### config.mk
export PLATFORM = sky130hd
export DESIGN_NAME = uart_csr_arb
export DESIGN_NICKNAME = d
export VERILOG_FILES = /design/src/rtl/uart_csr_arb_pkg.sv /design/src/rtl/uart_csr_rr_pick.sv /design/src/rtl/uart_csr_arb.sv
export SDC_FILE = /design/constraint.sdc
export NUM_CORES = 1
export LEC_CHECK = 0
export CAP_MARGIN = 30
export CELL_PAD_IN_SITES_DETAIL_PLACEMENT = 1
export CELL_PAD_IN_SITES_GLOBAL_PLACEMENT = 1
export CORE_MARGIN = 8
export CORE_UTILIZATION = 27
export DETAILED_ROUTE_END_ITERATION = 7
export PLACE_DENSITY_LB_ADDON = 0.25
export SLEW_MARGIN = 10
export SYNTH_ARGS = -nofsm -noshare
export SYNTH_HDL_FRONTEND = slang
export SYNTH_SLANG_ARGS = --single-unit
### constraint.sdc
create_clock -name clk -period 1.7 [get_ports clk]
set_input_delay 0.17 -clock clk [delete_from_list [all_inputs] [get_ports clk]]
set_output_delay 0.17 -clock clk [all_outputs]
set_load 0.1 [all_outputs]
### src/rtl/uart_csr_arb_pkg.sv
// Shared types and constants for the UART CSR port arbiter.
package uart_csr_arb_pkg;

  localparam int unsigned DEF_ADDR_WIDTH = 16;
  localparam int unsigned DEF_DATA_WIDTH = 32;
  localparam int unsigned NREQ_MIN       = 2;
  localparam int unsigned NREQ_MAX       = 8;

  typedef enum logic [1:0] {
    IDLE   = 2'd0,
    ACCESS = 2'd1,
    RESP   = 2'd2
  } state_t;

  // Index width for a requester count; never below one bit.
  function automatic int unsigned idx_width(input int unsigned n);
    return (n > 1) ? $clog2(n) : 1;
  endfunction

endpackage

### src/rtl/uart_csr_rr_pick.sv
// Combinational round-robin picker: rotate so ptr+1 is at bit 0,
// take the lowest set bit, then rotate the result back.
module uart_csr_rr_pick
  import uart_csr_arb_pkg::*;
#(
  parameter int unsigned NREQ = 2,
  parameter int unsigned IW   = idx_width(NREQ)
) (
  input  logic [NREQ-1:0] req,
  input  logic [IW-1:0]   ptr,
  output logic [NREQ-1:0] grant,
  output logic [IW-1:0]   idx,
  output logic            any
);

  int unsigned     start;
  logic [NREQ-1:0] rot;
  logic [IW-1:0]   enc;
  logic            found;

  always_comb begin
    start = (32'(ptr) + 32'd1) % NREQ;
    rot   = '0;
    for (int i = 0; i < NREQ; i++) begin
      rot[i] = req[IW'((start + 32'(i)) % NREQ)];
    end
  end

  // Lowest set bit of the rotated vector has the highest priority.
  always_comb begin
    enc   = '0;
    found = 1'b0;
    for (int i = 0; i < NREQ; i++) begin
      if (rot[i] && !found) begin
        found = 1'b1;
        enc   = IW'(i);
      end
    end
  end

  always_comb begin
    any   = |req;
    idx   = IW'((32'(enc) + start) % NREQ);
    grant = '0;
    if (any) begin
      grant = NREQ'(1) << idx;
    end
  end

endmodule

### src/rtl/uart_csr_arb.sv
// Round-robin arbiter and sequencer driving one registered CSR access per
// accepted command and returning read data with a one-cycle response pulse.
module uart_csr_arb
  import uart_csr_arb_pkg::*;
#(
  parameter int unsigned NREQ       = 2,
  parameter int unsigned ADDR_WIDTH = DEF_ADDR_WIDTH,
  parameter int unsigned DATA_WIDTH = DEF_DATA_WIDTH
) (
  input  logic                       clk,
  input  logic                       rstn,
  input  logic [NREQ-1:0]            req_valid,
  input  logic [NREQ-1:0]            req_wen,
  input  logic [NREQ*ADDR_WIDTH-1:0] req_addr,
  input  logic [NREQ*DATA_WIDTH-1:0] req_wdata,
  output logic [NREQ-1:0]            req_ready,
  output logic [NREQ-1:0]            rsp_valid,
  output logic [DATA_WIDTH-1:0]      rsp_rdata,
  output logic                       csr_cs,
  output logic                       csr_wen,
  output logic [ADDR_WIDTH-1:0]      csr_addr,
  output logic [DATA_WIDTH-1:0]      csr_wdata,
  input  logic [DATA_WIDTH-1:0]      csr_rdata
);

  localparam int unsigned IW = idx_width(NREQ);

  state_t                state_q, state_d;
  logic [IW-1:0]         ptr_q, ptr_d;
  logic [IW-1:0]         lat_idx_q, lat_idx_d;
  logic                  cs_d, wen_d;
  logic [ADDR_WIDTH-1:0] addr_d;
  logic [DATA_WIDTH-1:0] wdata_d;
  logic [NREQ-1:0]       rsp_valid_d;
  logic [DATA_WIDTH-1:0] rsp_rdata_d;

  logic [NREQ-1:0]       pick_grant;
  logic [IW-1:0]         pick_idx;
  logic                  pick_any;
  logic                  sel_wen;
  logic [ADDR_WIDTH-1:0] sel_addr;
  logic [DATA_WIDTH-1:0] sel_wdata;

  uart_csr_rr_pick #(
    .NREQ (NREQ),
    .IW   (IW)
  ) u_pick (
    .req   (req_valid),
    .ptr   (ptr_q),
    .grant (pick_grant),
    .idx   (pick_idx),
    .any   (pick_any)
  );

  // Payload of the current round-robin winner.
  always_comb begin
    sel_wen   = 1'b0;
    sel_addr  = '0;
    sel_wdata = '0;
    for (int i = 0; i < NREQ; i++) begin
      if (pick_grant[i]) begin
        sel_wen   = req_wen[i];
        sel_addr  = req_addr[i*ADDR_WIDTH +: ADDR_WIDTH];
        sel_wdata = req_wdata[i*DATA_WIDTH +: DATA_WIDTH];
      end
    end
  end

  // Next state and next values of every registered output.
  always_comb begin
    state_d     = state_q;
    ptr_d       = ptr_q;
    lat_idx_d   = lat_idx_q;
    cs_d        = 1'b0;
    wen_d       = 1'b0;
    addr_d      = csr_addr;
    wdata_d     = csr_wdata;
    rsp_valid_d = '0;
    rsp_rdata_d = rsp_rdata;
    req_ready   = '0;

    case (state_q)
      IDLE, RESP: begin
        state_d = IDLE;
        if (pick_any) begin
          req_ready = pick_grant;
          lat_idx_d = pick_idx;
          cs_d      = 1'b1;
          wen_d     = sel_wen;
          addr_d    = sel_addr;
          wdata_d   = sel_wdata;
          state_d   = ACCESS;
        end
      end
      ACCESS: begin
        // csr_wen still holds the latched command direction here.
        rsp_valid_d = NREQ'(1) << lat_idx_q;
        rsp_rdata_d = csr_wen ? '0 : csr_rdata;
        ptr_d       = lat_idx_q;
        state_d     = RESP;
      end
      default: state_d = IDLE;
    endcase
  end

  always_ff @(posedge clk or negedge rstn) begin
    if (!rstn) begin
      state_q   <= IDLE;
      ptr_q     <= IW'(NREQ - 1);
      lat_idx_q <= '0;
      csr_cs    <= 1'b0;
      csr_wen   <= 1'b0;
      csr_addr  <= '0;
      csr_wdata <= '0;
      rsp_valid <= '0;
      rsp_rdata <= '0;
    end else begin
      state_q   <= state_d;
      ptr_q     <= ptr_d;
      lat_idx_q <= lat_idx_d;
      csr_cs    <= cs_d;
      csr_wen   <= wen_d;
      csr_addr  <= addr_d;
      csr_wdata <= wdata_d;
      rsp_valid <= rsp_valid_d;
      rsp_rdata <= rsp_rdata_d;
    end
  end

endmodule

==> run summary, run 1 <==
* **result of the run** finished clean
* **Final ANT Viol Nets** 0
* **WP data arrival** 1470 ps
* **final hold slack** 284.2 ps
* **area share of the largest cell type after synthesis** 55.99%
* **leading cell types by count after synthesis** sky130_fd_sc_hd__dfrtp_1 (86), sky130_fd_sc_hd__nor2_1 (52), sky130_fd_sc_hd__a32oi_1 (49)
* **clock buffer count from CTS** 9
* **top-level I/O count** 220
* **most frequently used flop master after synthesis** sky130_fd_sc_hd__dfrtp_1
* **instance count of the mapped netlist** 382
* **max cap viols** 0
* **number of setup violations in the final report** 0
* **worst endpoint required time** 1530 ps
* **count of placed standard cells in the final layout, fillers left out** 777
* **GR Util All Layers** 15.35%
* **share of post-route cells with drive strength above 1** 23.12%
* **startpoint kind of the worst setup timing path** flip-flop
* **Via density** 4.793
* **Post-Route WL** 14480 um
* **worst slew slack as a fraction of its limit** 76.84%
* **final period utilization** 96.50%
* **GP Congestion** 0.7162
* **worst-case reg-to-reg path depth** 5
* **post-synthesis average cell area** 10.06 sq um
* **chip width** 135.3 um
* **largest cells by area after synthesis** sky130_fd_sc_hd__dfrtp_1 (56%), sky130_fd_sc_hd__a32oi_1 (11%), sky130_fd_sc_hd__nand2b_1 (5.5%)
* **slew at the pin with the worst max-slew slack** 347.4 ps
* **unrepaired setup endpoints after global routing** false
* **clk slew on worst S/H paths** 60 ps
* **RR Startpoint** ptr_q
* **antenna violations before repair** 0
* **DRC violations left** 0
* **final std cell area, no fill** 6432 sq um
* **total die area** 18310 sq um
* **Warnings, synthesis** 0
* **vias in the first global route** 4138
* **Max clock buf depth** 2
* **CTS tree** yes
* **Post-Synthesis Net Count** 516
* **placed cell areas** 6133 sq um
* **Sum Neg Setup Slack** 0 ps
* **final core occ** 46.34%
* **wire length of the first global-routing pass** 22270 um
* **endpoint of the worst-slack reg-to-reg timing path** csr_wdata[31]
* **routed wire length per instance** 18.63 um
* **Pwr Density** 1690 nW/um^2
* **Tightest Hold Check Type** input port to async pin
* **vias post-DR** 3724
* **Total Power Consumption** 10.87 mW
* **maximum fanout along the worst path** 4
* **HPWL after DPL** 11060 um
* **setup slack of the worst register-to-register path** 200 ps
* **FFs w/ async S/R, synth** 100.0%
* **standby leakage power** 2.765 nW
* **ANT cells** 0
* **count of different cell masters after synthesis** 19
* **fill count** 1559
* **First DRT Iteration DRCs** 201
* **maximum level of the CTS H-tree** 3
* **Final Skew** 3.267 ps
* **maximum number of pins on one net before global-route repair** 47
* **starting density of the core** 27.69%
* **Final Hold Vio Count** 0
* **net count of the finished layout** 726
* **time the final worst path needs with I/O delays and setup** 1641 ps
* **final number of max-transition violations** 0
* **placed cell count** 759
* **buffers added on ports** 219
* **crit end category** output pin
* **Post-synth EDFFs** 0
* **Worst IR Drop VDD** 719.3 uV
* **Area Growth Syn to Fin** 67.35%
* **count of standard-cell rows** 43
* **cell type with the highest aggregate area in the netlist** sky130_fd_sc_hd__dfrtp_1
* **setup slack after placement** 67.07 ps
* **achievable clock frequency** 609.5 MHz
* **final worst slack** 59.43 ps
* **most frequently used cell type in the post-synthesis netlist** sky130_fd_sc_hd__dfrtp_1
* **path type of the worst setup path** flip-flop to output pin
* **worst skew pair latency** 340 ps
* **area of the core** 13880 sq um
* **total number of clock tree sinks** 87
* **residual overflow from global routing** 0
* **die height** 135.3 um
* **clock root buffer** sky130_fd_sc_hd__clkbuf_16
* **Post-Synthesis Cell Area** 3844 sq um
* **flop and latch count out of synthesis** 87
* **sequential element share of the synthesized area** 56.67%
* **first-pass iteration count of the detailed router** 4
flip-flops by register name (all words and copies together), names as in the netlist:
name and cells:
ptr_q 1, lat_idx_q 1, rsp_rdata 32, csr_wen 1, csr_addr 16, rsp_valid 2, csr_wdata 32, state_q 2
routing by layer:
| layer | track usage [%] | up-vias | part of all wire, % |
|---|---|---|---|
| li1 | - | 1780 | - |
| met1 | 17.60 | 1799 | 41 |
| met2 | 26.08 | 132 | 49 |
| met3 | 5.638 | 13 | 8.7 |
| met5 | 0 | - | 0 |
| met4 | 4.750 | 0 | 1.2 |
how the worst max path moves through the flow:
| stage | endpoint | slack [ps] | cells after the start | startpoint |
|---|---|---|---|---|
| after floorplan | req_ready[0] | 40 | 5 | ptr_q |
| after global placement | csr_wdata[9] | 150 | 5 | req_valid[1] |
| after detailed placement | csr_wdata[7] | 70 | 5 | req_valid[1] |
| after CTS | req_ready[0] | 40 | 4 | ptr_q |
| after global routing | req_ready[0] | 8 | 4 | ptr_q |
| final | req_ready[0] | 60 | 4 | ptr_q |
placed cells by master (no fill, tap or decap), types with 9 or more instances in the layout:
master | Yosys | routed
sky130_fd_sc_hd__clkdlybuf4s50_1 | 0 | 131
sky130_fd_sc_hd__buf_4 | 0 | 92
sky130_fd_sc_hd__dfrtp_1 | 86 | 85
sky130_fd_sc_hd__nor2_1 | 52 | 50
sky130_fd_sc_hd__a32oi_1 | 49 | 49
sky130_fd_sc_hd__a21oi_1 | 38 | 38
sky130_fd_sc_hd__nand2_1 | 35 | 35
sky130_fd_sc_hd__nand2b_1 | 34 | 32
sky130_fd_sc_hd__o21ai_1 | 24 | 24
sky130_fd_sc_hd__buf_12 | 0 | 12
sky130_fd_sc_hd__a21oi_2 | 10 | 10
sky130_fd_sc_hd__clkbuf_16 | 0 | 9
cell families after synthesis:
group                  count (synthesis)  synth area share (%)
AOI/OAI and AO/OA                    133                 23.47
buffers and inverters                 40                 5.664
DFF                                   87                 56.67
and+or+nand+nor                      122                 14.19
final cells by class:
cell class | count | area (sq um) | area share, %
clock buffer | 12 | 256.5 | 3.988
clock inverter | 4 | 20.02 | 0.3112
inverter | 2 | 7.507 | 0.1167
multi-input combinational | 255 | 1486 | 23.11
sequential | 87 | 2180 | 33.88
tap | 180 | 225.2 | 3.501
timing repair buffer | 237 | 2257 | 35.09
critical path, stage by stage (launching register included):
cell	delay (ps)
sky130_fd_sc_hd__dfstp_2	590
sky130_fd_sc_hd__nand2b_4	150
sky130_fd_sc_hd__nand2_1	90
sky130_fd_sc_hd__nor2_4	120
sky130_fd_sc_hd__buf_12	180
power by group:
group          internal (mW)  switching, mW
registers               2.58          0.313
clock network           1.06          0.812
logic                   1.42           4.69
timing repair:
item | in CTS | in global routing
buffers inserted | 1 | 0
endpoints found under the hold margin | 20 | 0
gates resized for setup | 1 | 0
hold buffers | 1 | 0
setup endpoints to repair | 1 | 0
No activity file was read; power rests on OpenSTA's default activity.
==> run 2: changes to the inputs <==
--- a/config.mk
+++ b/config.mk
@@ -5,7 +5,7 @@
 export SDC_FILE = /design/constraint.sdc
 export NUM_CORES = 1
 export LEC_CHECK = 0
-export CAP_MARGIN = 30
+export CAP_MARGIN = 20
 export CELL_PAD_IN_SITES_DETAIL_PLACEMENT = 1
 export CELL_PAD_IN_SITES_GLOBAL_PLACEMENT = 1
 export CORE_MARGIN = 8
==> results of run 2 <==
Same layout as run 1: the final DEF is identical, and so are final timing and power.
==> run 3: changes to the inputs <==
--- a/config.mk
+++ b/config.mk
@@ -5,12 +5,13 @@
 export SDC_FILE = /design/constraint.sdc
 export NUM_CORES = 1
 export LEC_CHECK = 0
-export CAP_MARGIN = 20
+export ABC_AREA = 1
 export CELL_PAD_IN_SITES_DETAIL_PLACEMENT = 1
 export CELL_PAD_IN_SITES_GLOBAL_PLACEMENT = 1
 export CORE_MARGIN = 8
 export CORE_UTILIZATION = 27
 export DETAILED_ROUTE_END_ITERATION = 7
+export GPL_ROUTABILITY_DRIVEN = 1
 export PLACE_DENSITY_LB_ADDON = 0.25
 export SLEW_MARGIN = 10
 export SYNTH_ARGS = -nofsm -noshare
==> run 3 against run 2 <==
Against the previous run:
- global-route usage up 1.6 points
- combinational power up 0.8%
- worst hold slack worse by 110 ps
- first-iteration DRC count down 21%
- cell count up 20%
- maximum frequency up 0.83%
- design area up 5.0%
- critical path type unchanged
- largest power group unchanged
- highest routed layer unchanged
==> run summary, run 3 <==
* **Pwr Density** 1667 nW/um^2
* **Via density** 4.743
* **worst-case reg-to-reg path depth** 5
* **chip width** 139.7 um
* **startpoint kind of the worst setup timing path** flip-flop
* **DRC violations left** 0
* **Post-Synthesis Cell Area** 4129 sq um
* **count of different cell masters after synthesis** 16
* **Post-Route WL** 16550 um
* **most frequently used flop master after synthesis** sky130_fd_sc_hd__dfrtp_1
* **total number of clock tree sinks** 87
* **WP data arrival** 1460 ps
* **worst endpoint required time** 1530 ps
* **max cap viols** 0
* **cell type with the highest aggregate area in the netlist** sky130_fd_sc_hd__dfrtp_1
* **result of the run** finished clean
* **first-pass iteration count of the detailed router** 4
* **GP Congestion** 0.7661
* **Final Skew** 7.135 ps
* **antenna violations before repair** 0
* **standby leakage power** 3.469 nW
* **total die area** 19500 sq um
* **GR Util All Layers** 16.95%
* **placed cell count** 911
* **path type of the worst setup path** flip-flop to output pin
* **clock buffer count from CTS** 9
* **maximum number of pins on one net before global-route repair** 83
* **residual overflow from global routing** 0
* **area fraction in and, or, nand and nor cells after synthesis** 40.03%
* **routed wire length per instance** 17.82 um
* **Area Growth Syn to Fin** 63.61%
* **commonest non-fill, non-tap cell in the layout** sky130_fd_sc_hd__nand2_1
* **area fraction in compound gates after synthesis** 0.7879%
* **post-synthesis mux area share** 0%
* **fill count** 1770
* **unrepaired setup endpoints after global routing** true
* **count of placed standard cells in the final layout, fillers left out** 929
* **post-synthesis average cell area** 7.747 sq um
* **count of standard-cell rows** 45
* **net count of the finished layout** 869
* **final hold slack** 174.5 ps
* **Post-synth EDFFs** 0
* **final core occ** 44.77%
* **achievable clock frequency** 614.6 MHz
* **Worst IR Drop VDD** 1083 uV
* **vias post-DR** 4406
* **most used cells in the layout excluding fill and tap cells** sky130_fd_sc_hd__nand2_1 (258), sky130_fd_sc_hd__nand3_1 (130), sky130_fd_sc_hd__clkdlybuf4s50_1 (130), sky130_fd_sc_hd__dfrtp_1 (85), sky130_fd_sc_hd__buf_4 (81)
* **Post-CTS Setup Inserts** 0
* **Final Hold Vio Count** 0
* **instance count of the mapped netlist** 533
* **vias in the first global route** 4788
* **xor and xnor fraction of the mapped netlist area** 0%
* **clock root buffer** sky130_fd_sc_hd__clkbuf_16
* **sequential element share of the synthesized area** 52.76%
* **worst slew slack as a fraction of its limit** 64.63%
* **HPWL after DPL** 12320 um
* **Max clock buf depth** 2
* **Tightest Hold Check Type** input port to async pin
* **First DRT Iteration DRCs** 158
* **area of the core** 15090 sq um
* **Post-Synthesis Net Count** 667
* **largest cells by area after synthesis** sky130_fd_sc_hd__dfrtp_1 (52%), sky130_fd_sc_hd__nand2_1 (24%), sky130_fd_sc_hd__nand3_1 (16%)
* **final period utilization** 95.71%
* **clk slew on worst S/H paths** 70 ps
* **number of setup violations in the final report** 0
* **area share of the largest cell type after synthesis** 52.12%
* **post-synthesis share of cell area spent on full adders, half adders and majority gates** 0%
* **buffers added on ports** 219
* **leading cell types by count after synthesis** sky130_fd_sc_hd__nand2_1 (260), sky130_fd_sc_hd__nand3_1 (130), sky130_fd_sc_hd__dfrtp_1 (86)
* **Total Power Consumption** 11.26 mW
* **maximum level of the CTS H-tree** 3
* **crit end category** output pin
* **worst skew pair latency** 340 ps
* **die height** 139.7 um
* **placed cell areas** 6412 sq um
* **top-level I/O count** 220
* **FFs w/ async S/R, synth** 100.0%
* **flop and latch count out of synthesis** 87
* **final number of max-transition violations** 0
* **Warnings, synthesis** 0
* **starting density of the core** 27.36%
* **biggest registers after layout** csr_wdata: 32 flops, rsp_rdata: 32 flops, csr_addr: 16 flops
* **combinational family with the most area after synthesis** simple AND/OR/NAND/NOR gates
* **most frequently used cell type in the post-synthesis netlist** sky130_fd_sc_hd__nand2_1
* **time the final worst path needs with I/O delays and setup** 1627 ps
* **final std cell area, no fill** 6755 sq um
* **maximum fanout along the worst path** 4
* **wire length of the first global-routing pass** 26520 um
* **CTS tree** yes
* **slew at the pin with the worst max-slew slack** 530.5 ps
* **share of post-route cells with drive strength above 1** 17.30%
* **Final ANT Viol Nets** 0
run 3: worst paths after layout:
| kind | endpoint | startpoint | slack (ps) |
|---|---|---|---|
| max | req_ready[0] | ptr_q | 70 |
| min | csr_wdata[3] | rstn | 170 |
| max reg2reg | csr_wdata[17] | state_q[0] | 320 |
| min reg2reg | rsp_valid[0] | lat_idx_q | 450 |
| max in group asynchronous | state_q[0] | rstn | 840 |
| min in group clk | csr_wen | req_valid[0] | 230 |
run 3: cell type report:
cell class,count,area [sq um],share of cell area (%)
diodes,1,2.502,0.03704
clock buffers,10,239.0,3.538
well taps,188,235.2,3.482
flip-flops and latches,87,2180,32.27
repair buffers,232,2290,33.90
clock inverters,6,91.34,1.352
multi-input cells,399,1695,25.10
inverters,6,22.52,0.3334
run 3: metal layers:
layer,GRT usage [%],routed length [um],vias up
met3,5.917,1382,14
met1,21.12,7304,2132
met2,27.54,7682,151
met4,4.114,182,0
li1,-,-,2109
met5,0,0,-
run 3: what timing repair did:
| action | in CTS | in global routing |
|---|---|---|
| hold buffers | 1 | 0 |
| resized for setup | 0 | 0 |
| endpoints found under the setup margin | 0 | 1 |
| endpoints found under the hold margin | 86 | 0 |
run 3: logic make-up after synthesis:
kind of cell / after synthesis
and+or+nand+nor: 395
DFF: 87
buffers and inverters: 47
AOI/OAI and AO/OA: 4
run 3: worst max-delay path, cell delays in order (launching register included):
cell and delay (ps):
sky130_fd_sc_hd__dfstp_2 540, sky130_fd_sc_hd__inv_1 60, sky130_fd_sc_hd__nand2_2 120, sky130_fd_sc_hd__nand2_1 80, sky130_fd_sc_hd__nor2_2 130, sky130_fd_sc_hd__buf_12 190
run 3: metrics by stage:
step / worst slack [ps] / setup TNS [ps]
2_1_floorplan: -155.1 / -155.1
3_3_place_gp: 346.6 / 0
6_report: 72.96 / 0
3_5_place_dp: 310.3 / 0
4_1_cts: 41.67 / 0
5_1_grt: -23.66 / -23.66
run 3: where the power goes:
group | switching, mW | leakage, nW | internal [mW]
clock network | 0.862 | 0.151 | 1.33
logic | 4.74 | 2.22 | 1.42
registers | 0.333 | 1.10 | 2.57
total | 5.94 | 3.47 | 5.32
